## src/rtl/stopwatch_btn_ctrl.sv

```systemverilog
// Stopwatch button front end: synchronise, debounce and edge-detect buttons, then drive run/clr_n/freeze.
// Lap-hold (btn_lap -> freeze) is built only when STOPWATCH_LAP_EN is defined.
module stopwatch_btn_ctrl #(
    parameter int DEBOUNCE_CYCLES = 32'sd500_000,
    parameter int CLR_PULSE       = 32'sd16
) (
    input  logic       clk,
    input  logic       clr,
    input  logic       btn_start,
    input  logic       btn_reset,
    input  logic       btn_lap,
    output logic       run,
    output logic       clr_n,
    output logic       freeze,
    output logic [1:0] state
);

    localparam int DW = $clog2(DEBOUNCE_CYCLES);
    localparam int PW = (CLR_PULSE > 32'sd1) ? $clog2(CLR_PULSE) : 32'sd1;
    localparam int B_START = 32'sd0;
    localparam int B_RESET = 32'sd1;
`ifdef STOPWATCH_LAP_EN
    localparam int B_LAP   = 32'sd2;
    localparam int NBTN    = 32'sd3;
`else
    localparam int NBTN    = 32'sd2;
`endif

    typedef enum logic [1:0] {
        ST_CLEARING = 2'd0,
        ST_IDLE     = 2'd1,
        ST_RUNNING  = 2'd2,
        ST_PAUSED   = 2'd3
    } state_t;

    logic [NBTN-1:0] raw_s;
    logic [NBTN-1:0] sync1_q;
    logic [NBTN-1:0] sync2_q;
    logic [NBTN-1:0] acc_q;
    logic [NBTN-1:0] acc_d;
    logic [NBTN-1:0] acc_prev_q;
    logic [NBTN-1:0] press_s;
    logic [DW-1:0]   cnt_q [NBTN];
    logic [DW-1:0]   cnt_d [NBTN];

    state_t          state_q;
    state_t          state_d;
    logic [PW-1:0]   pcnt_q;
    logic [PW-1:0]   pcnt_d;
    logic            run_q;
    logic            run_d;
    logic            clr_n_q;
    logic            clr_n_d;
    logic            freeze_q;
    logic            freeze_d;

`ifdef STOPWATCH_LAP_EN
    assign raw_s = {btn_lap, btn_reset, btn_start};
`else
    logic unused_lap_s;
    assign unused_lap_s = btn_lap;
    assign raw_s        = {btn_reset, btn_start};
`endif

    // Debounce: the accepted level flips only after DEBOUNCE_CYCLES consecutive disagreeing samples.
    always_comb begin
        for (int i = 0; i < NBTN; i++) begin
            acc_d[i] = acc_q[i];
            cnt_d[i] = cnt_q[i];
            if (sync2_q[i] == acc_q[i]) begin
                cnt_d[i] = '0;
            end else if (cnt_q[i] == DW'(DEBOUNCE_CYCLES - 32'sd1)) begin
                acc_d[i] = ~acc_q[i];
                cnt_d[i] = '0;
            end else begin
                cnt_d[i] = cnt_q[i] + DW'(1'b1);
            end
        end
    end

    assign press_s = acc_q & ~acc_prev_q;

    // Synchroniser, accepted-level and debounce-counter registers; untouched by the CLEARING state.
    always_ff @(posedge clk) begin
        if (clr) begin
            sync1_q    <= '0;
            sync2_q    <= '0;
            acc_q      <= '0;
            acc_prev_q <= '0;
            for (int i = 0; i < NBTN; i++) begin
                cnt_q[i] <= '0;
            end
        end else begin
            sync1_q    <= raw_s;
            sync2_q    <= sync1_q;
            acc_q      <= acc_d;
            acc_prev_q <= acc_q;
            for (int i = 0; i < NBTN; i++) begin
                cnt_q[i] <= cnt_d[i];
            end
        end
    end

    // Next state and next outputs; outputs are derived from the state being entered.
    always_comb begin
        state_d = state_q;
        pcnt_d  = pcnt_q;
        case (state_q)
            ST_CLEARING: begin
                if (pcnt_q == PW'(CLR_PULSE - 32'sd1)) begin
                    state_d = ST_IDLE;
                    pcnt_d  = '0;
                end else begin
                    pcnt_d  = pcnt_q + PW'(1'b1);
                end
            end
            ST_IDLE: begin
                if (press_s[B_RESET]) begin
                    state_d = ST_CLEARING;
                    pcnt_d  = '0;
                end else if (press_s[B_START]) begin
                    state_d = ST_RUNNING;
                end else begin
                    state_d = ST_IDLE;
                end
            end
            ST_RUNNING: begin
                // Reset is deliberately dropped while counting; only start/stop acts here.
                if (press_s[B_START]) begin
                    state_d = ST_PAUSED;
                end else begin
                    state_d = ST_RUNNING;
                end
            end
            ST_PAUSED: begin
                if (press_s[B_RESET]) begin
                    state_d = ST_CLEARING;
                    pcnt_d  = '0;
                end else if (press_s[B_START]) begin
                    state_d = ST_RUNNING;
                end else begin
                    state_d = ST_PAUSED;
                end
            end
            default: begin
                state_d = ST_CLEARING;
                pcnt_d  = '0;
            end
        endcase

`ifdef STOPWATCH_LAP_EN
        if (state_d == ST_CLEARING) begin
            freeze_d = 1'b0;
        end else if (press_s[B_LAP] && ((state_q == ST_RUNNING) || (state_q == ST_PAUSED))) begin
            freeze_d = ~freeze_q;
        end else begin
            freeze_d = freeze_q;
        end
`else
        freeze_d = 1'b0;
`endif

        run_d   = (state_d == ST_RUNNING);
        clr_n_d = (state_d != ST_CLEARING);
    end

    // FSM state, clear-pulse counter and registered outputs.
    always_ff @(posedge clk) begin
        if (clr) begin
            state_q  <= ST_CLEARING;
            pcnt_q   <= '0;
            run_q    <= 1'b0;
            clr_n_q  <= 1'b0;
            freeze_q <= 1'b0;
        end else begin
            state_q  <= state_d;
            pcnt_q   <= pcnt_d;
            run_q    <= run_d;
            clr_n_q  <= clr_n_d;
            freeze_q <= freeze_d;
        end
    end

    assign run    = run_q;
    assign clr_n  = clr_n_q;
    assign freeze = freeze_q;
    assign state  = state_q;

endmodule

```

## config.mk

```make
export PLATFORM = sky130hd
export DESIGN_NAME = stopwatch_btn_ctrl
export DESIGN_NICKNAME = d
export VERILOG_FILES = /design/src/rtl/stopwatch_btn_ctrl.sv
export SDC_FILE = /design/constraint.sdc
export NUM_CORES = 1
export LEC_CHECK = 0
export ABC_AREA = 1
export BUFFER_PORTS_ARGS = -buffer_cell sky130_fd_sc_hd__buf_4
export CORE_MARGIN = 2
export CORE_UTILIZATION = 30
export DETAILED_ROUTE_END_ITERATION = 12
export GPL_TIMING_DRIVEN = 0
export PLACE_DENSITY = 0.5
export SLEW_MARGIN = 40
export SYNTH_ARGS = -nofsm -noshare
export SYNTH_HDL_FRONTEND = slang
export SYNTH_SLANG_ARGS = --single-unit
```

## constraint.sdc

```tcl
create_clock -name clk -period 2 [get_ports clk]
set_input_delay 0.4 -clock clk [delete_from_list [all_inputs] [get_ports clk]]
set_output_delay 0.4 -clock clk [all_outputs]
set_load 0.1 [all_outputs]
```

==> impl_metrics.csv, run 1 <==
group,metric,value,unit
yosys,ys.flop_type,"dfxtp_1",
cts,clkLatencyLatePin,300,ps
grt,grt_pass1_vias,2164,
cts,htree_levels,2,
timing,finalHoldViolations,0,
grt,grt_max_degree,17,
routing,firstDrtPassIters,4,
final_layout,fin_cells,506,
place,post-dp-hpwl,4010,um
setup_path,reg2reg_slack,330,ps
cts,cts-hold-fix-buffers,0,
yosys,synth_area,0.00263,mm2
setup_path,crit_path_start_kind,"flop",
timing,setup_viol,0,
cts,cts_resized,0,
routing,wire_per_inst,10.4,um
cts,clk_pin_slew,100,ps
timing,final.period_utilization,0.836,
timing,rsz0062_at_grt,"no",
setup_path,cp-end-kind,"flop",
worst_hold_path,min_path_type,"primary input to flop",
place,gp_congestion,0.887,
setup_path,crit_fanout,10,
yosys,synth_commonest_cells,"nand2_1 (97), nor2_1 (75), dfxtp_1 (54)",
power_and_ir_drop,vdd_drop_max,0.000242,V
power_and_ir_drop,powerDensity,639,mW/mm2
cts,cts_buffer_depth,2,
die,core_region_area,0.00859,mm2
yosys,async_reset_ff_frac,0,
cts,clkSinkCount,54,
routing,drc,0,
setup_path,worstSetupPathType,"flop to flop",
place,post_dp_cell_area,0.00282,mm2
routing,drtIter0Drc,62,
routing,drt_wl_total,5260,um
yosys,yosysMostFrequentCell,"nand2_1",
final_layout,nFillCells,944,
die,die_w,97.7,um
yosys,synthTopCellsByArea,"dfxtp_1 (41%), nand2_1 (14%), nor2_1 (11%)",
yosys,yosysSeqAreaShare,0.411,
cts,post-cts-setup-buffers,0,
die,dieArea,0.00954,mm2
yosys,syn-num-nets,391,
cts,cts_tree,"yes",
routing,ant_nets,0,
die,io_pins,10,
die,start_util,0.306,
place,io_buffer_count,7,
routing,vias_per_cell,4.39,
cts,cts-root-buf,"clkbuf_8",
timing,finalClockSkew,8.68,ps
final_layout,final_cell_area,0.00293,mm2
yosys,synth-seq-cells,54,
timing,setup_tns,0,ps
die,core.rowCount,34,
yosys,synthCells,383,
yosys,synth_edf_count,0,
flow_run,cap_violations,0,
timing,fin_crit,1670,ps
final_layout,nNetsFinal,405,
setup_path,required,2200,ps
timing,timing.final.max_slew_violations,0,
outcome,outcome,"complete, no violations",
final_layout,drive_above_1_share,0.0955,
yosys,yosysTopAreaCellShare,0.411,
yosys,synth_area_leader_cell,"dfxtp_1",
yosys,yosys_warnings,0,
grt,antenna_found_initial,0,
setup_path,worstPathArrival,1870,ps
power_and_ir_drop,p_leak,0.000962,uW
final_layout,num_antenna_cells,0,
grt,overflow,0,
place,dp.cells,498,
grt,grt_util_all_layers,0.118,
timing,fmax,598,MHz
cts,cts_buffers,5,
final_layout,syn_to_final_growth,11.3,%
routing,vias,2223,
yosys,ys_types,29,
grt,grt_pass1_wl,9400,um
yosys,syn_area_per_cell,6.87,um2
die,dieHeight,97.7,um
-- cells by family (layout without fill, tap and decap cells) --
logic type / count (synthesis) / in the layout / share of synthesized area
flops: 54 / 54 / 0.411
simple gates: 232 / 232 / 0.385
other cells: 1 / 1 / 0.00142
buf+inv: 47 / 62 / 0.0775
fa+ha+maj: 3 / 3 / 0.0143
xor+xnor: 14 / 14 / 0.0466
compound gates: 32 / 32 / 0.0646
-- layout by cell type (no fill, tap or decap), drive strengths merged --
cell	instances
or2	5
bufinv	1
a211oi	2
nand4	8
nor2	88
inv	43
ha	3
clkbuf	7
nand2	101
o31ai	1
a21oi	19
dfxtp	54
xnor2	4
o211ai	1
nand3	27
o21ai	9
buf	10
clkinvlp	1
conb	1
nor3	3
xor2	10
-- final cells by class --
class                           count  area [um2]  share of cell area
Inverter                           43         161              0.0551
Sequential cell                    54        1080               0.369
Timing Repair Buffer                7        52.6              0.0179
Clock inverter                      2        37.5              0.0128
Buffer                              4        42.5              0.0145
Tap cell                          108         135              0.0461
Clock buffer                        6        72.6              0.0248
Multi-Input combinational cell    282        1350               0.460
-- layer usage --
layer	wire (um)	global-route usage
met1	2650	0.149
met2	2390	0.201
met3	134	0.0237
met4	86	0.0385
met5	0	0
-- final timing paths --
check	depth (start not counted)	to	start
worst max register to register	7	cnt_q[0][32]	cnt_q[0][19]
worst min register to register	2	sync2_q[0]	sync1_q[0]
worst min-delay path	2	state[1]	clr
worst max-delay path	7	cnt_q[0][32]	cnt_q[0][19]
-- critical path: stages (launching register included) --
cell and delay [ps]:
dfxtp_1 400, ha_1 320, nand3_2 150, nor3_2 200, nand2_1 140, nand2_4 160, buf_6 160, nor2_1 50
-- registers in the layout, summed over array words and instances (netlist names) --
name,count
acc_prev_q,2
acc_q,2
clr_n,1
cnt_q,38
pcnt_q,4
run,1
state,2
sync1_q,2
sync2_q,2
-- where the power goes --
group / switching, uW / internal, uW / leakage, uW / total [uW]
sequential: 7.69 / 1080 / 0.000436 / 1090
combinational: 32.3 / 18.2 / 0.000474 / 50.4
clock: 357 / 374 / 0.0000514 / 731
-- stage by stage --
step	hold WS, ps	worst slack (ps)	utilization	total power (uW)
3_5_place_dp	394	320	0.328	1170
2_1_floorplan	388	196	-	1160
3_3_place_gp	394	317	0.328	1170
4_1_cts	252	302	0.341	1920
6_report	266	328	0.341	1870
5_1_grt	264	156	0.341	1960
Power figures use the tool's default switching activity.
==> run 2, diff against run 1 <==
--- a/config.mk
+++ b/config.mk
@@ -11,7 +11,7 @@
 export CORE_UTILIZATION = 30
 export DETAILED_ROUTE_END_ITERATION = 12
 export GPL_TIMING_DRIVEN = 0
-export PLACE_DENSITY = 0.5
+export PLACE_DENSITY = 0.51
 export SLEW_MARGIN = 40
 export SYNTH_ARGS = -nofsm -noshare
 export SYNTH_HDL_FRONTEND = slang
==> constraint.sdc (replaced) <==
create_clock -name clk -period 1.53 [get_ports clk]
set_input_delay 0.306 -clock clk [delete_from_list [all_inputs] [get_ports clk]]
set_output_delay 0.306 -clock clk [all_outputs]
set_load 0.1 [all_outputs]
==> run 2 against run 1 <==
First-iteration DRC count rose by 34%. Combinational power rose by 48%. Fmax rose by 17%. Die area did not move. Sequential cell count did not move. Sequential power rose by 31%. Critical path type unchanged. Largest cell class unchanged. Sequential share of layout area fell by 1.5 points.
==> impl_metrics.csv, run 2 (same netlist as run 1, synthesis figures left out) <==
group,metric,value,unit
outcome,outcome,"complete, no violations",
grt,grt_max_degree,17,
timing,fmax,702,MHz
die,io_pins,10,
timing,finalClockSkew,5.98,ps
grt,grt_pass1_wl,9550,um
cts,clk_pin_slew,100,ps
setup_path,cp_cell_sequence,"ha_4 > nand2_2 > nor2_4 > nand3_2 > nor2_2 > nand2_2 > nand2_4 > buf_12 > nor2_2",
setup_path,crit_fanout,10,
grt,antenna_found_initial,0,
place,post-dp-hpwl,3920,um
place,gp_congestion,0.868,
routing,vias,2288,
final_layout,final_cell_area,0.00309,mm2
final_layout,layout_common_cells,"nand2_1 (95), nor2_1 (74), dfxtp_1 (48)",
worst_hold_path,min_path_type,"primary input to flop",
die,start_util,0.306,
place,io_buffer_count,7,
die,die_w,97.7,um
setup_path,critPathSlowestCell,"dfxtp_4",
grt,met3_usage,0.0245,
final_layout,seqCellArea,0.00109,mm2
cts,cts_buffer_depth,2,
timing,final.period_utilization,0.932,
cts,cts_tree,"yes",
final_layout,largest_register,"cnt_q",
cts,htree_levels,2,
final_layout,drive_above_1_share,0.150,
final_layout,syn_to_final_growth,17.5,%
setup_path,cp.buffers_inverters,1,
timing,setup_tns,0,ps
grt,grt_pass1_vias,2217,
grt,top_usage_layer,"met2",
routing,vias_per_cell,4.43,
final_layout,largest_reg_flops,38,
timing,setup_viol,0,
final_layout,nNetsFinal,415,
final_layout,nFillCells,915,
place,post_dp_cell_area,0.00282,mm2
timing,finalHoldViolations,0,
power_and_ir_drop,powerDensity,868,mW/mm2
die,dieArea,0.00954,mm2
final_layout,num_antenna_cells,0,
setup_path,cp-end-kind,"flop",
power_and_ir_drop,p_leak,0.00103,uW
final_layout,layout_commonest_cell,"nand2_1",
setup_path,worstPathArrival,1640,ps
die,core.rowCount,34,
die,core_region_area,0.00859,mm2
setup_path,required,1750,ps
cts,cts_buffers,5,
cts,cts-hold-fix-buffers,0,
setup_path,worstSetupPathType,"flop to flop",
cts,clkSinkCount,54,
final_layout,top_regs,"cnt_q: 38 flops, pcnt_q: 4 flops",
setup_path,cpLargestDelayFamily,"simple AND/OR/NAND/NOR gates",
setup_path,crit_path_start_kind,"flop",
grt,met2_usage,0.203,
setup_path,slowest_delay,380,ps
routing,drt_wl_total,5270,um
timing,fin_crit,1430,ps
grt,grt_util_all_layers,0.119,
grt,gr-usage-met1,0.150,
routing,wire_per_inst,10.2,um
routing,drtIter0Drc,83,
cts,cts-root-buf,"clkbuf_8",
grt,overflow,0,
cts,clkLatencyLatePin,310,ps
flow_run,cap_violations,0,
power_and_ir_drop,vdd_drop_max,0.000412,V
routing,ant_nets,0,
routing,drc,0,
routing,firstDrtPassIters,4,
die,dieHeight,97.7,um
timing,timing.final.max_slew_violations,0,
final_layout,multiInputGateArea,0.00139,mm2
==> run 2: cell count changes in the layout (fill, tap and decap cells not counted), sizes merged <==
cell      delta
buf         +10
bufinv       +1
clkinvlp     -1
==> run 2: final timing paths <==
path	startpoint	depth (start not counted)	slack [ps]	endpoint
setup / recovery	cnt_q[0][0]	9	100	cnt_q[0][9]
hold / removal	clr	2	160	state[1]
hold reg to reg	sync1_q[1]	2	410	sync2_q[1]
setup reg to reg	cnt_q[0][0]	9	100	cnt_q[0][9]
==> run 2: what timing repair did <==
item,CTS,global route
pin swaps,2,2
cloned,0,0
gates resized for setup,7,8
setup buffers,7,3
setup endpoints to repair,32,35
==> run 2: metal layers <==
metal	vias up	share of wire
li1	1245	-
met1	1003	0.50
met2	30	0.46
met3	10	0.026
met4	0	0.020
met5	-	0
==> run 2: metrics by stage <==
stage	hold WS, ps	total power [uW]	worst slack (ps)	std cells	util
2_1_floorplan	382	1510	80.3	383	-
3_5_place_dp	398	1530	-204	498	0.328
5_1_grt	152	2780	-6.44	516	0.360
6_report	156	2690	105	516	0.360
3_3_place_gp	393	1530	-165	498	0.328
4_1_cts	148	2730	3.63	513	0.354
==> run 2: final cells by class <==
type,instances,area share
clock inverter,2,0.0194
tap,108,0.0437
inverter,43,0.0522
buffer,4,0.0138
timing repair buffer,17,0.0413
sequential,54,0.354
multi-input combinational,282,0.449
clock buffer,6,0.0267
==> run 2: worst register-to-register path, cell delays in order (launching register included) <==
cell and delay, ps:
dfxtp_4 380, ha_4 150, nand2_2 60, nor2_4 140
nand3_2 70, nor2_2 140, nand2_2 70, nand2_4 120
buf_12 160, nor2_2 50
==> run 2: power breakdown <==
| group | internal [uW] | switching, uW | leakage (uW) | total, uW |
|---|---|---|---|---|
| Sequential | 1420 | 10.0 | 0.000440 | 1430 |
| Clock | 698 | 487 | 0.0000714 | 1190 |
| Combinational | 29.8 | 44.9 | 0.000518 | 74.7 |
| Total | 2140 | 542 | 0.00103 | 2690 |
==> run 3, diff against run 2 <==
--- a/config.mk
+++ b/config.mk
@@ -11,7 +11,7 @@
 export CORE_UTILIZATION = 30
 export DETAILED_ROUTE_END_ITERATION = 12
 export GPL_TIMING_DRIVEN = 0
-export PLACE_DENSITY = 0.51
+export PLACE_DENSITY = 0.54
 export SLEW_MARGIN = 40
 export SYNTH_ARGS = -nofsm -noshare
 export SYNTH_HDL_FRONTEND = slang
==> run 3 against run 2 <==
Non-clock buffer count shrank 4. Register-to-register slack lost 30 ps. Hold slack gained 18 ps. First-iteration DRC count shrank 53%. Sequential share of layout area grew 0.55 points. Largest cell class unchanged. Largest power group unchanged. Highest routed layer unchanged.
==> impl_metrics.csv, run 3 (same netlist as run 1, synthesis figures left out) <==
group,metric,value,unit
final_layout,largest_register,"cnt_q",
power_and_ir_drop,vdd_drop_max,0.000495,V
routing,drc,0,
setup_path,cpLargestDelayFamily,"simple AND/OR/NAND/NOR gates",
die,core_region_area,0.00859,mm2
grt,grt_pass1_vias,2231,
grt,antenna_found_initial,0,
setup_path,slowest_delay,390,ps
power_and_ir_drop,powerDensity,811,mW/mm2
setup_path,worstSetupPathType,"flop to flop",
final_layout,fin_cells,511,
routing,wire_per_inst,10.2,um
power_and_ir_drop,p_leak,0.00100,uW
cts,htree_levels,2,
die,die_w,97.7,um
final_layout,layout_common_cells,"nand2_1 (95), nor2_1 (74), dfxtp_1 (48)",
die,io_pins,10,
power_and_ir_drop,swShare,0.203,
routing,ant_nets,0,
flow_run,cap_violations,0,
worst_hold_path,min_path_type,"primary input to flop",
setup_path,crit_fanout,10,
die,dieHeight,97.7,um
routing,drtIter0Drc,39,
outcome,outcome,"complete, no violations",
routing,firstDrtPassIters,4,
place,gp_congestion,0.892,
setup_path,critPathSlowestCell,"dfxtp_4",
power_and_ir_drop,total_power,2470,uW
routing,drt_wl_total,5210,um
cts,cts_buffers,5,
timing,final.period_utilization,0.949,
setup_path,cp_cell_sequence,"ha_4 > nand3_2 > nor3_2 > nand2_2 > nand2_4 > buf_6 > nor2_1",
routing,vias,2255,
die,core.rowCount,34,
final_layout,nNetsFinal,411,
place,io_buffer_count,7,
grt,grt_pass1_wl,9570,um
cts,cts-root-buf,"clkbuf_8",
final_layout,num_antenna_cells,0,
timing,setup_viol,0,
power_and_ir_drop,p_seq_frac,0.577,
final_layout,top_regs,"cnt_q: 38 flops, pcnt_q: 4 flops",
setup_path,crit_path_start_kind,"flop",
timing,setup_tns,0,ps
final_layout,largest_reg_flops,38,
cts,clkLatencyLatePin,300,ps
grt,grt_util_all_layers,0.119,
power_and_ir_drop,pwr-share-clk,0.393,
timing,fin_crit,1450,ps
cts,cts-hold-fix-buffers,0,
power_and_ir_drop,intPower,1970,uW
setup_path,cp.buffers_inverters,1,
cts,cts_tree,"yes",
final_layout,syn_to_final_growth,15.7,%
place,dp_slack,-172,ps
place,post-dp-hpwl,3810,um
grt,overflow,0,
timing,fin_ws,78.3,ps
cts,cts_buffer_depth,2,
timing,timing.final.max_slew_violations,0,
place,dp.cells,498,
final_layout,drive_above_1_share,0.139,
grt,grt_max_degree,16,
setup_path,required,1730,ps
timing,finalHoldViolations,0,
routing,vias_per_cell,4.41,
power_and_ir_drop,comb_power_share,0.030,
die,dieArea,0.00954,mm2
cts,clk_pin_slew,90,ps
setup_path,worstPathArrival,1650,ps
setup_path,cp-end-kind,"flop",
power_and_ir_drop,switching_power,501,uW
timing,fmax,689,MHz
cts,clkSinkCount,54,
timing,finalClockSkew,5.92,ps
die,start_util,0.306,
final_layout,layout_commonest_cell,"nand2_1",
==> run 3: cell types whose count changed in the layout (fill, tap and decap cells not counted) <==
cell,before,now
buf_12,1,2
buf_4,18,13
bufinv_16,2,1
o21ai_0,8,7
o21ai_1,1,2
==> run 3: worst paths after layout <==
path	startpoint	end	slack (ps)	cells past startpoint
worst max-delay path	cnt_q[0][19]	cnt_q[0][31]	80	7
worst min-delay path	clr	state[1]	170	2
worst max register to register	cnt_q[0][19]	cnt_q[0][31]	80	7
worst min register to register	sync1_q[0]	sync2_q[0]	410	2
==> run 3: routing by layer <==
metal  global-route usage  wire length [um]
met5                    0                 0
met4               0.0417                83
met3               0.0245               116
met2                0.197              2390
met1                0.154              2620
==> run 3: final cells by class <==
cell class                      instances  area (um2)
Buffer                                  4        42.5
Tap cell                              108         135
Fill cell                             902        5550
Sequential cell                        54        1090
Inverter                               43         161
Multi-Input combinational cell        282        1390
Clock buffer                            6        82.6
Clock inverter                          1        30.0
Timing Repair Buffer                   13         110
==> run 3: worst reg2reg max path: stages (launching register included) <==
cell and delay, ps:
dfxtp_4 390, ha_4 180, nand3_2 130, nor3_2 230, nand2_2 120, nand2_4 110, buf_6 140, nor2_1 50
==> run 3: timing repair <==
item,in CTS,in global routing
hold endpoints to repair,0,0
buffers inserted,4,2
setup endpoints to repair,29,29
pin swaps,1,2
resized for setup,5,11
==> run 3: power groups by stage <==
stage               logic, uW  registers [uW]  clock network [uW]
floorplan                51.3            1460                   0
global placement         65.7            1460                   0
detailed placement       66.8            1460                   0
CTS                      70.4            1430                1020
global route             83.1            1430                1060
finish                   73.2            1430                 970
==> run 3: metrics by stage <==
stage          cell area, um2  hold WS, ps   util
2_1_floorplan            2640          382      -
6_report                 3050          173  0.354
4_1_cts                  2980          155  0.347
3_3_place_gp             2820          399  0.328
5_1_grt                  3050          163  0.354
3_5_place_dp             2820          397  0.328
